[src/rtl/fetch_sequencer.sv]
// fetch_sequencer: PC owner and fetch controller for a 1-cycle registered instruction memory.
// Ports:
//   clk, reset                 clock and asynchronous active-high reset
//   imem_addr / imem_instr     registered fetch address out, previous-cycle word in
//   out_valid/ready/instr/pc   2-entry first-word-fall-through queue toward decode
//   redirect_valid/pc          one-cycle redirect (flushes queue and in-flight word)
//   halt_req / halted          level halt request and halted status
module fetch_sequencer #(
   parameter logic [31:0] RESET_PC   = 32'h0000_0000,
   parameter int          IMEM_WORDS = 1024
) (
   input  logic        clk,
   input  logic        reset,
   output logic [31:0] imem_addr,
   input  logic [31:0] imem_instr,
   output logic        out_valid,
   input  logic        out_ready,
   output logic [31:0] out_instr,
   output logic [31:0] out_pc,
   input  logic        redirect_valid,
   input  logic [31:0] redirect_pc,
   input  logic        halt_req,
   output logic        halted
);
   localparam logic [31:0] ADDR_MASK = 32'(IMEM_WORDS * 4 - 1) & 32'hFFFF_FFFC;
   typedef enum logic [1:0] {BOOT, RUN, DRAIN, HALTED} state_t;
   state_t      r_state;
   logic [31:0] r_fetch_pc, r_inflight_pc, r_head_instr, r_head_pc, r_tail_instr, r_tail_pc;
   logic        r_inflight_valid, r_halted;
   logic [1:0]  r_count;
   logic        w_pop, w_push, w_issue, w_empty;
   logic [1:0]  w_rem;
   assign w_pop   = (r_count != 2'd0) & out_ready;
   assign w_rem   = r_count - {1'b0, w_pop};
   assign w_push  = r_inflight_valid & ~redirect_valid;
   assign w_empty = (r_count == 2'd0) & ~r_inflight_valid;
   // Reserve a slot for the word already in flight so the queue never overflows.
   assign w_issue = (r_state == RUN) & ~redirect_valid & ~halt_req &
                    ((w_rem + {1'b0, r_inflight_valid}) < 2'd2);
   always_ff @(posedge clk or posedge reset) begin
      if (reset) begin
         r_state          <= BOOT;
         r_fetch_pc       <= RESET_PC & 32'hFFFF_FFFC;
         r_inflight_pc    <= '0;
         r_inflight_valid <= 1'b0;
         r_head_instr     <= '0;
         r_head_pc        <= '0;
         r_tail_instr     <= '0;
         r_tail_pc        <= '0;
         r_count          <= '0;
         r_halted         <= 1'b0;
      end else begin
         r_inflight_valid <= w_issue;
         if (w_issue) r_inflight_pc <= r_fetch_pc;
         if (redirect_valid) r_fetch_pc <= redirect_pc & ADDR_MASK;
         else if (w_issue) r_fetch_pc <= (r_fetch_pc + 32'd4) & ADDR_MASK;
         r_count <= redirect_valid ? 2'd0 : w_rem + {1'b0, w_push};
         // Queue is a 2-deep shift: head feeds the outputs directly and keeps its
         // value when emptied, which gives hold-last-value behaviour for free.
         if (w_push && w_rem == 2'd0) begin
            r_head_instr <= imem_instr;
            r_head_pc    <= r_inflight_pc;
         end else if (w_pop && r_count == 2'd2 && !redirect_valid) begin
            r_head_instr <= r_tail_instr;
            r_head_pc    <= r_tail_pc;
         end
         if (w_push && w_rem == 2'd1) begin
            r_tail_instr <= imem_instr;
            r_tail_pc    <= r_inflight_pc;
         end
         if (redirect_valid) begin
            r_state  <= RUN;
            r_halted <= 1'b0;
         end else begin
            case (r_state)
               BOOT: begin
                  r_state  <= halt_req ? HALTED : RUN;
                  r_halted <= halt_req;
               end
               RUN: r_state <= halt_req ? DRAIN : RUN;
               DRAIN: begin
                  r_state  <= !halt_req ? RUN : w_empty ? HALTED : DRAIN;
                  r_halted <= halt_req & w_empty;
               end
               default: begin
                  r_state  <= halt_req ? HALTED : RUN;
                  r_halted <= halt_req;
               end
            endcase
         end
      end
   end
   assign imem_addr = r_fetch_pc;
   assign out_valid = r_count != 2'd0;
   assign out_instr = r_head_instr;
   assign out_pc    = r_head_pc;
   assign halted    = r_halted;
endmodule

[config.mk]
export PLATFORM = sky130hd
export DESIGN_NAME = fetch_sequencer
export DESIGN_NICKNAME = d
export VERILOG_FILES = /design/src/rtl/fetch_sequencer.sv
export SDC_FILE = /design/constraint.sdc
export NUM_CORES = 1
export LEC_CHECK = 0
export ABC_AREA = 1
export CELL_PAD_IN_SITES_DETAIL_PLACEMENT = 0
export CELL_PAD_IN_SITES_GLOBAL_PLACEMENT = 1
export CORE_ASPECT_RATIO = 0.7
export CORE_MARGIN = 2
export CORE_UTILIZATION = 31
export CTS_CLUSTER_SIZE = 10
export DETAILED_ROUTE_END_ITERATION = 7
export GPL_TIMING_DRIVEN = 0
export HOLD_SLACK_MARGIN = 0.02
export MAX_ROUTING_LAYER = met4
export PLACE_DENSITY_LB_ADDON = 0.05
export SLEW_MARGIN = 10
export SYNTH_ARGS = -nofsm -noshare
export SYNTH_HDL_FRONTEND = slang
export SYNTH_SLANG_ARGS = --single-unit
[constraint.sdc]
create_clock -name clk -period 3.3 [get_ports clk]
set_input_delay 0.66 -clock clk [delete_from_list [all_inputs] [get_ports clk]]
set_output_delay 0.66 -clock clk [all_outputs]
set_load 0.01 [all_outputs]
# Word level (Yosys, flattened, before mapping)
# Index checks and enable logic that the tools add are counted.
[op_classes] n_div=0 n_reduce_logical=10 bitwise_logic=10 n_eq_ne=5 shift=0 mul=0 mux=15 order_cmp=1 n_addsub=4
[op_table] op="two-way mux 32 bit" n=6
[op_table] op="adder 12 x 3 -> 12 bit (second input constant)" n=1
[op_table] op="two-way mux 2 bit" n=5
[op_table] op="bitwise AND 1 bit" n=7
[op_table] op="nonzero test 2 bit" n=3
[op_table] op="adder 2 x 1 -> 2 bit" n=2
[op_table] op="== test 2 x 1 -> 1 bit (second input constant)" n=2
[op_table] op="== test 2 bit (second input constant)" n=2
[op_table] op="logical AND 1 bit" n=4
[op_table] op="zero test 2 bit" n=2
[op_table] op="one-hot mux 2 bit (2 select lines)" n=1
[op_table] op="NOT 1 bit" n=3
[op_table] op="less-than comparator 2 bit (second input constant)" n=1
[op_table] op="two-way mux 1 bit" n=2
[op_table] op="inequality test 2 bit (second input constant)" n=1
[op_table] op="one-hot mux 1 bit (2 select lines)" n=1
[op_table] op="subtractor 2 x 1 -> 2 bit" n=1
[op_table] op="zero test 1 bit" n=1
[word_totals] wordCells=55 mem_bits_rw=0 in_bits=69 regBits=198 latchBits=0 memories=0 mem_bits_ro=0

# Logic depth before layout (Yosys ltp)
[logic_depth] word_depth=8 ltp_mapped=10

# Least setup slack after synthesis
# OpenSTA, ideal clock, no wires.
[synth_path] kind="input to register" startpoint="input port redirect_valid" endpoint="register r_head_instr[10], in the netlist out_instr[10]" t_arrival_ns=1.623 cell_stages=8 slack_ns=1.596 setup_time_ns=0.082 path_buffers=3 cell_sequence="buf_2 -> nor2_8 -> nand3_4 -> o21ai_2 -> buf_6 -> buf_4 -> nor2_1 -> a31oi_1"
[synth_via] elab_chain_cells=4
[synth_lines] item="from (decl)" line_no="20" text="input logic redirect_valid,"
[synth_lines] item="NOT 1 bit" line_no="35" text="assign w_push = r_inflight_valid & ~redirect_valid;"
[synth_lines] item="bitwise AND 1 bit" line_no="35"
[synth_lines] item="logical AND 1 bit" line_no="60" text="if (w_push && w_rem == 2'd0) begin"
[synth_lines] item="two-way mux 32 bit or nonzero test 2 bit (tied branches)"
[synth_lines] item="to (signal assigned)" line_no="61" text="r_head_instr <= imem_instr;"
[synth_lines] item="to (signal assigned)" line_no="64" text="r_head_instr <= r_tail_instr;"
[synth_lines] item="to (decl)" line_no="28" text="logic [31:0] r_fetch_pc, r_inflight_pc, r_head_instr, r_head_pc, r_tail_instr, r_tail_pc;"
# Parallel ways exist; a longest one is shown, timed or not.
# A chain may end at the register's enable or synchronous reset.

# Final worst setup path
[layout_path] startpoint="register r_count[1]" endpoint="output port out_valid"
[layout_via] elab_chain_cells=1
[layout_lines] item="from (decl)" line_no="30" text="logic [1:0] r_count;"
[layout_lines] item="from (signal assigned)" line_no="57" text="r_count <= redirect_valid ? 2'd0 : w_rem + {1'b0, w_push};"
[layout_lines] item="nonzero test 2 bit" line_no="94" text="assign out_valid = r_count != 2'd0;"
[layout_lines] item="to (decl)" line_no="16" text="output logic out_valid,"
# No other way between the ends.

==> impl_table.tex <==
\begin{tabular}{lr}
\hline
Metric & Value \\
\hline
\multicolumn{2}{l}{\textbf{Layout}} \\
\quad Most frequent cells in the layout & 146 x sky130\_fd\_sc\_hd\_\_nand2\_1, 110 x sky130\_fd\_sc\_hd\_\_dfrtp\_1, 99 x sky130\_fd\_sc\_hd\_\_clkdlybuf4s50\_1, 68 x sky130\_fd\_sc\_hd\_\_inv\_1, 52 x sky130\_fd\_sc\_hd\_\_o21ai\_1 \\
\quad Antenna diode count & 0 \\
\quad Share of layout cells above drive strength 1 & 11.7\% \\
\quad Util after Layout & 42.2\% \\
\quad Post-synthesis to final-layout area growth & 33.9\% \\
\quad Commonest non-fill, non-tap cell in the layout & sky130\_fd\_sc\_hd\_\_nand2\_1 \\
\quad Non-Filler Instances & between 1,000 and 1,500 \\
\quad Nets@finish & 878 \\
\multicolumn{2}{l}{\textbf{Synthesis}} \\
\quad Top area cells in the synthesized netlist & sky130\_fd\_sc\_hd\_\_dfrtp\_1 51\%, sky130\_fd\_sc\_hd\_\_nand2\_1 10\%, sky130\_fd\_sc\_hd\_\_buf\_4 6.5\% \\
\quad Cell taking the most area after synthesis & sky130\_fd\_sc\_hd\_\_dfrtp\_1 \\
\quad Yosys Warn Count & 0 \\
\quad Number of synthesized register bits & 110 \\
\quad Cell count after synthesis & 650 \\
\quad Post-synth top flop & sky130\_fd\_sc\_hd\_\_dfrtp\_1 \\
\quad Post-synthesis async set-or-reset flop share & 100\% \\
\quad Synth Area per Inst & around 8.3 um2 \\
\quad Synth unique cells & 26 \\
\quad Number of flops mapped to enable cells by yosys & 0 \\
\quad Seq/Total Area, Yosys & 51.1\% \\
\quad Top-area cell type share of the netlist area & 51.1\% \\
\quad Post-Syn Area & 5390 um2 \\
\multicolumn{2}{l}{\textbf{Flow run}} \\
\quad Number of max-capacitance violations reported & 0 \\
\multicolumn{2}{l}{\textbf{Global route}} \\
\quad Maximum number of pins on one net before global-route repair & 34 \\
\quad Via count of the first global-routing pass & 4,574 \\
\quad First-pass GRT wire length & between 20,000 and 25,000 um \\
\quad Total Routing Usage GR & approximately 18\% \\
\quad Global route overflow & 0 \\
\quad Antenna violations before repair & 0 \\
\multicolumn{2}{l}{\textbf{Clock tree}} \\
\quad Total clock buffers created by CTS & 9 \\
\quad Number of buffers inserted to repair setup after CTS & 0 \\
\quad Clock tree from TritonCTS & built \\
\quad PostCTS Resize Cnt & 0 \\
\quad Clk pin slew, worst setup/hold paths & $\sim$0.070 ns \\
\quad Clk Latency, worst-skew pair & 0.35 ns \\
\quad Clock sink count & between 100 and 150 \\
\quad \# H-tree levels & 3 \\
\quad Hold buffer count at CTS & 0 \\
\quad Clk root buf & sky130\_fd\_sc\_hd\_\_clkbuf\_16 \\
\quad Longest Clk Path Bufs & 2 \\
\multicolumn{2}{l}{\textbf{Worst setup path}} \\
\quad CP Data Required Time & 2.64 ns \\
\quad Sort of element at the end of the critical path & output port \\
\quad Worst r2r src & r\_count[0] \\
\quad CP Class & reg2out \\
\quad Worst reg-to-reg setup slack & 1.62 ns \\
\quad Crit path max fanout & 8 \\
\quad Worst reg2reg endpoint & r\_tail\_pc[4] \\
\quad Worst setup SP type & flip-flop \\
\quad R2r worst-path depth & 7 \\
\quad Data arrival time of the critical path & around 1.6 ns \\
\multicolumn{2}{l}{\textbf{Pwr}} \\
\quad Overall power of the completed layout & just over 4000 uW \\
\quad Leakage & $\sim$0.0034 uW \\
\quad Power per Cell Area & roughly 560 nW/um2 \\
\quad Net Switching & 1170 uW \\
\quad Worst-case vdd ir drop & $\sim$0.00022 V \\
\quad Fraction of power spent switching nets & approximately 29\% \\
\quad Power share of the combinational group & about a quarter \\
\quad Clock share of power & 29.6\% \\
\quad Flop pwr share & 44.7\% \\
\quad Int Pwr & $\sim$2900 uW \\
\multicolumn{2}{l}{\textbf{Worst hold path}} \\
\quad Worst min-delay path class & reg2reg \\
\quad Capture endpoint of the worst hold path & r\_tail\_instr[8] \\
\quad Worst Min Path Start & r\_tail\_instr[8] \\
\quad Min-Delay Path Depth & 2 \\
\multicolumn{2}{l}{\textbf{STA}} \\
\quad Max-slew violation total from the final report & 0 \\
\quad Final sum of negative setup slack & 0 ns \\
\quad RSZ-0062 raised after global routing & false \\
\quad Total of endpoints with negative setup slack in the final report & 0 \\
\quad Max Clock Freq & roughly 0.44 GHz \\
\quad Actual transition at the worst max-transition pin & just over 0.6 ns \\
\quad Max Clock Skew & just under 0.004 ns \\
\quad Max-slew headroom at the worst pin & between 50\% and 60\% \\
\quad Part of the cycle the worst path needs & a little over two thirds \\
\quad Number of hold violations in the final report & 0 \\
\quad Shortest period the worst path allows & about 2.3 ns \\
\multicolumn{2}{l}{\textbf{Drt}} \\
\quad Number of optimization iterations in the first detailed-route pass & 6 \\
\quad DRC violations left & 0 \\
\quad DRC violation total after the first TritonRoute iteration & just over 300 \\
\quad Vias & 4,769 \\
\quad Number of nets with antenna violations after detailed routing & 0 \\
\quad Ratio of routed vias to standard cells & 4.58 \\
\quad Total wirelength of the detailed-routed design & between 15,000 and 20,000 um \\
\quad Wire length per cell & approximately 15 um \\
\multicolumn{2}{l}{\textbf{Die}} \\
\quad Die height & around 110 um \\
\quad Die width & $\sim$160 um \\
\quad I/O pin count & around 170 \\
\quad Starting utilization of the core area & 31.5\% \\
\quad Placeable core region & approximately 17,000 um2 \\
\quad Total number of placement rows & 40 \\
\quad DIE AREA & around 18,000 um2 \\
\multicolumn{2}{l}{\textbf{Placement}} \\
\quad Placed cells & a little over 1,000 \\
\quad Half-perimeter wire length after placement & 11,100 um \\
\quad I/O Buffers & 99 \\
\quad Gp weighted congestion & 0.809 \\
\multicolumn{2}{l}{\textbf{Outcome}} \\
\quad Outcome & complete, no violations \\
\hline
\end{tabular}
-- layer usage --
metal | vias to the layer above | share of wire (%) | track usage (%)
li1 | 2348 | - | -
met1 | 2268 | 51 | 25.7
met2 | 145 | 43 | 25.6
met3 | 8 | 5.4 | 3.84
met4 | 0 | 0.86 | 4.07
met5 | - | 0 | -
-- cells in the mapped netlist (16+ instances only) --
| cell | instances |
|---|---|
| sky130_fd_sc_hd__dfrtp_1 | 110 |
| sky130_fd_sc_hd__buf_2 | 16 |
| sky130_fd_sc_hd__nand3_1 | 24 |
| sky130_fd_sc_hd__nand4_1 | 35 |
| sky130_fd_sc_hd__o21ai_1 | 52 |
| sky130_fd_sc_hd__nor2_1 | 49 |
| sky130_fd_sc_hd__buf_4 | 47 |
| sky130_fd_sc_hd__clkbuf_1 | 18 |
| sky130_fd_sc_hd__a31oi_1 | 34 |
| sky130_fd_sc_hd__inv_1 | 69 |
| sky130_fd_sc_hd__nand2_1 | 146 |
-- critical path: stages, from the launching register on --
cell,delay (ns)
sky130_fd_sc_hd__dfrtp_1,0.42
sky130_fd_sc_hd__inv_2,0.20
sky130_fd_sc_hd__nand2_1,0.15
sky130_fd_sc_hd__clkdlybuf4s50_1,0.51
-- how the worst max path moves through the flow --
stage | slack (ns) | cells past startpoint | start | endpoint
finish | 1.01 | 3 | r_count[1] | out_valid
global placement | 0.07 | 2 | reset | out_instr[2]
detailed placement | 0.76 | 9 | out_ready | r_tail_pc[4]
global route | 0.93 | 3 | r_count[1] | out_valid
CTS | 0.98 | 3 | r_count[1] | out_valid
floorplan | 1.31 | 1 | reset | halted
-- stage by stage --
stage               setup slack (ns)  hold slack [ns]  area (um2)
global placement              0.0671            0.473        6840
finish                          1.01            0.492        7220
CTS                            0.981            0.497        7220
detailed placement             0.757            0.479        6900
global route                   0.933            0.515        7220
floorplan                       1.31            0.459        5560
-- sequential cells by signal (all words and copies together) (netlist names) --
| name | count |
|---|---|
| out_instr | 32 |
| r_tail_instr | 32 |
| imem_addr | 10 |
| out_pc | 10 |
| r_inflight_pc | 10 |
| r_tail_pc | 10 |
| r_count | 2 |
| r_state | 2 |
| halted | 1 |
| r_inflight_valid | 1 |
-- area by class of cell --
cell class / instances / area, um2
plain buffers: 83 / 515
clock buffers: 10 / 239
clock inverters: 6 / 85.1
fillers: 1747 / 9900
inverters: 75 / 285
multi-input cells: 425 / 2000
flip-flops and latches: 110 / 2750
well taps: 231 / 289
repair buffers: 102 / 1050
-- power groups by stage --
stage                     Clock, uW  Combinational (uW)  Sequential, uW
after floorplan                   0                 442            1860
after global placement            0                1030            1820
after CTS                      1240                1050            1800
after detailed placement          0                1040            1830
after global routing           1290                1150            1840
final                          1190                1030            1800
-- cells by family after synthesis --
group	count (synthesis)	synth area share [%]
compound gates	119	12.4
fa+ha+maj	3	0.696
buf+inv	158	14.8
flops	110	51.1
other cells	1	0.0696
simple gates	259	21.0
(Power assumes the default switching activity.)
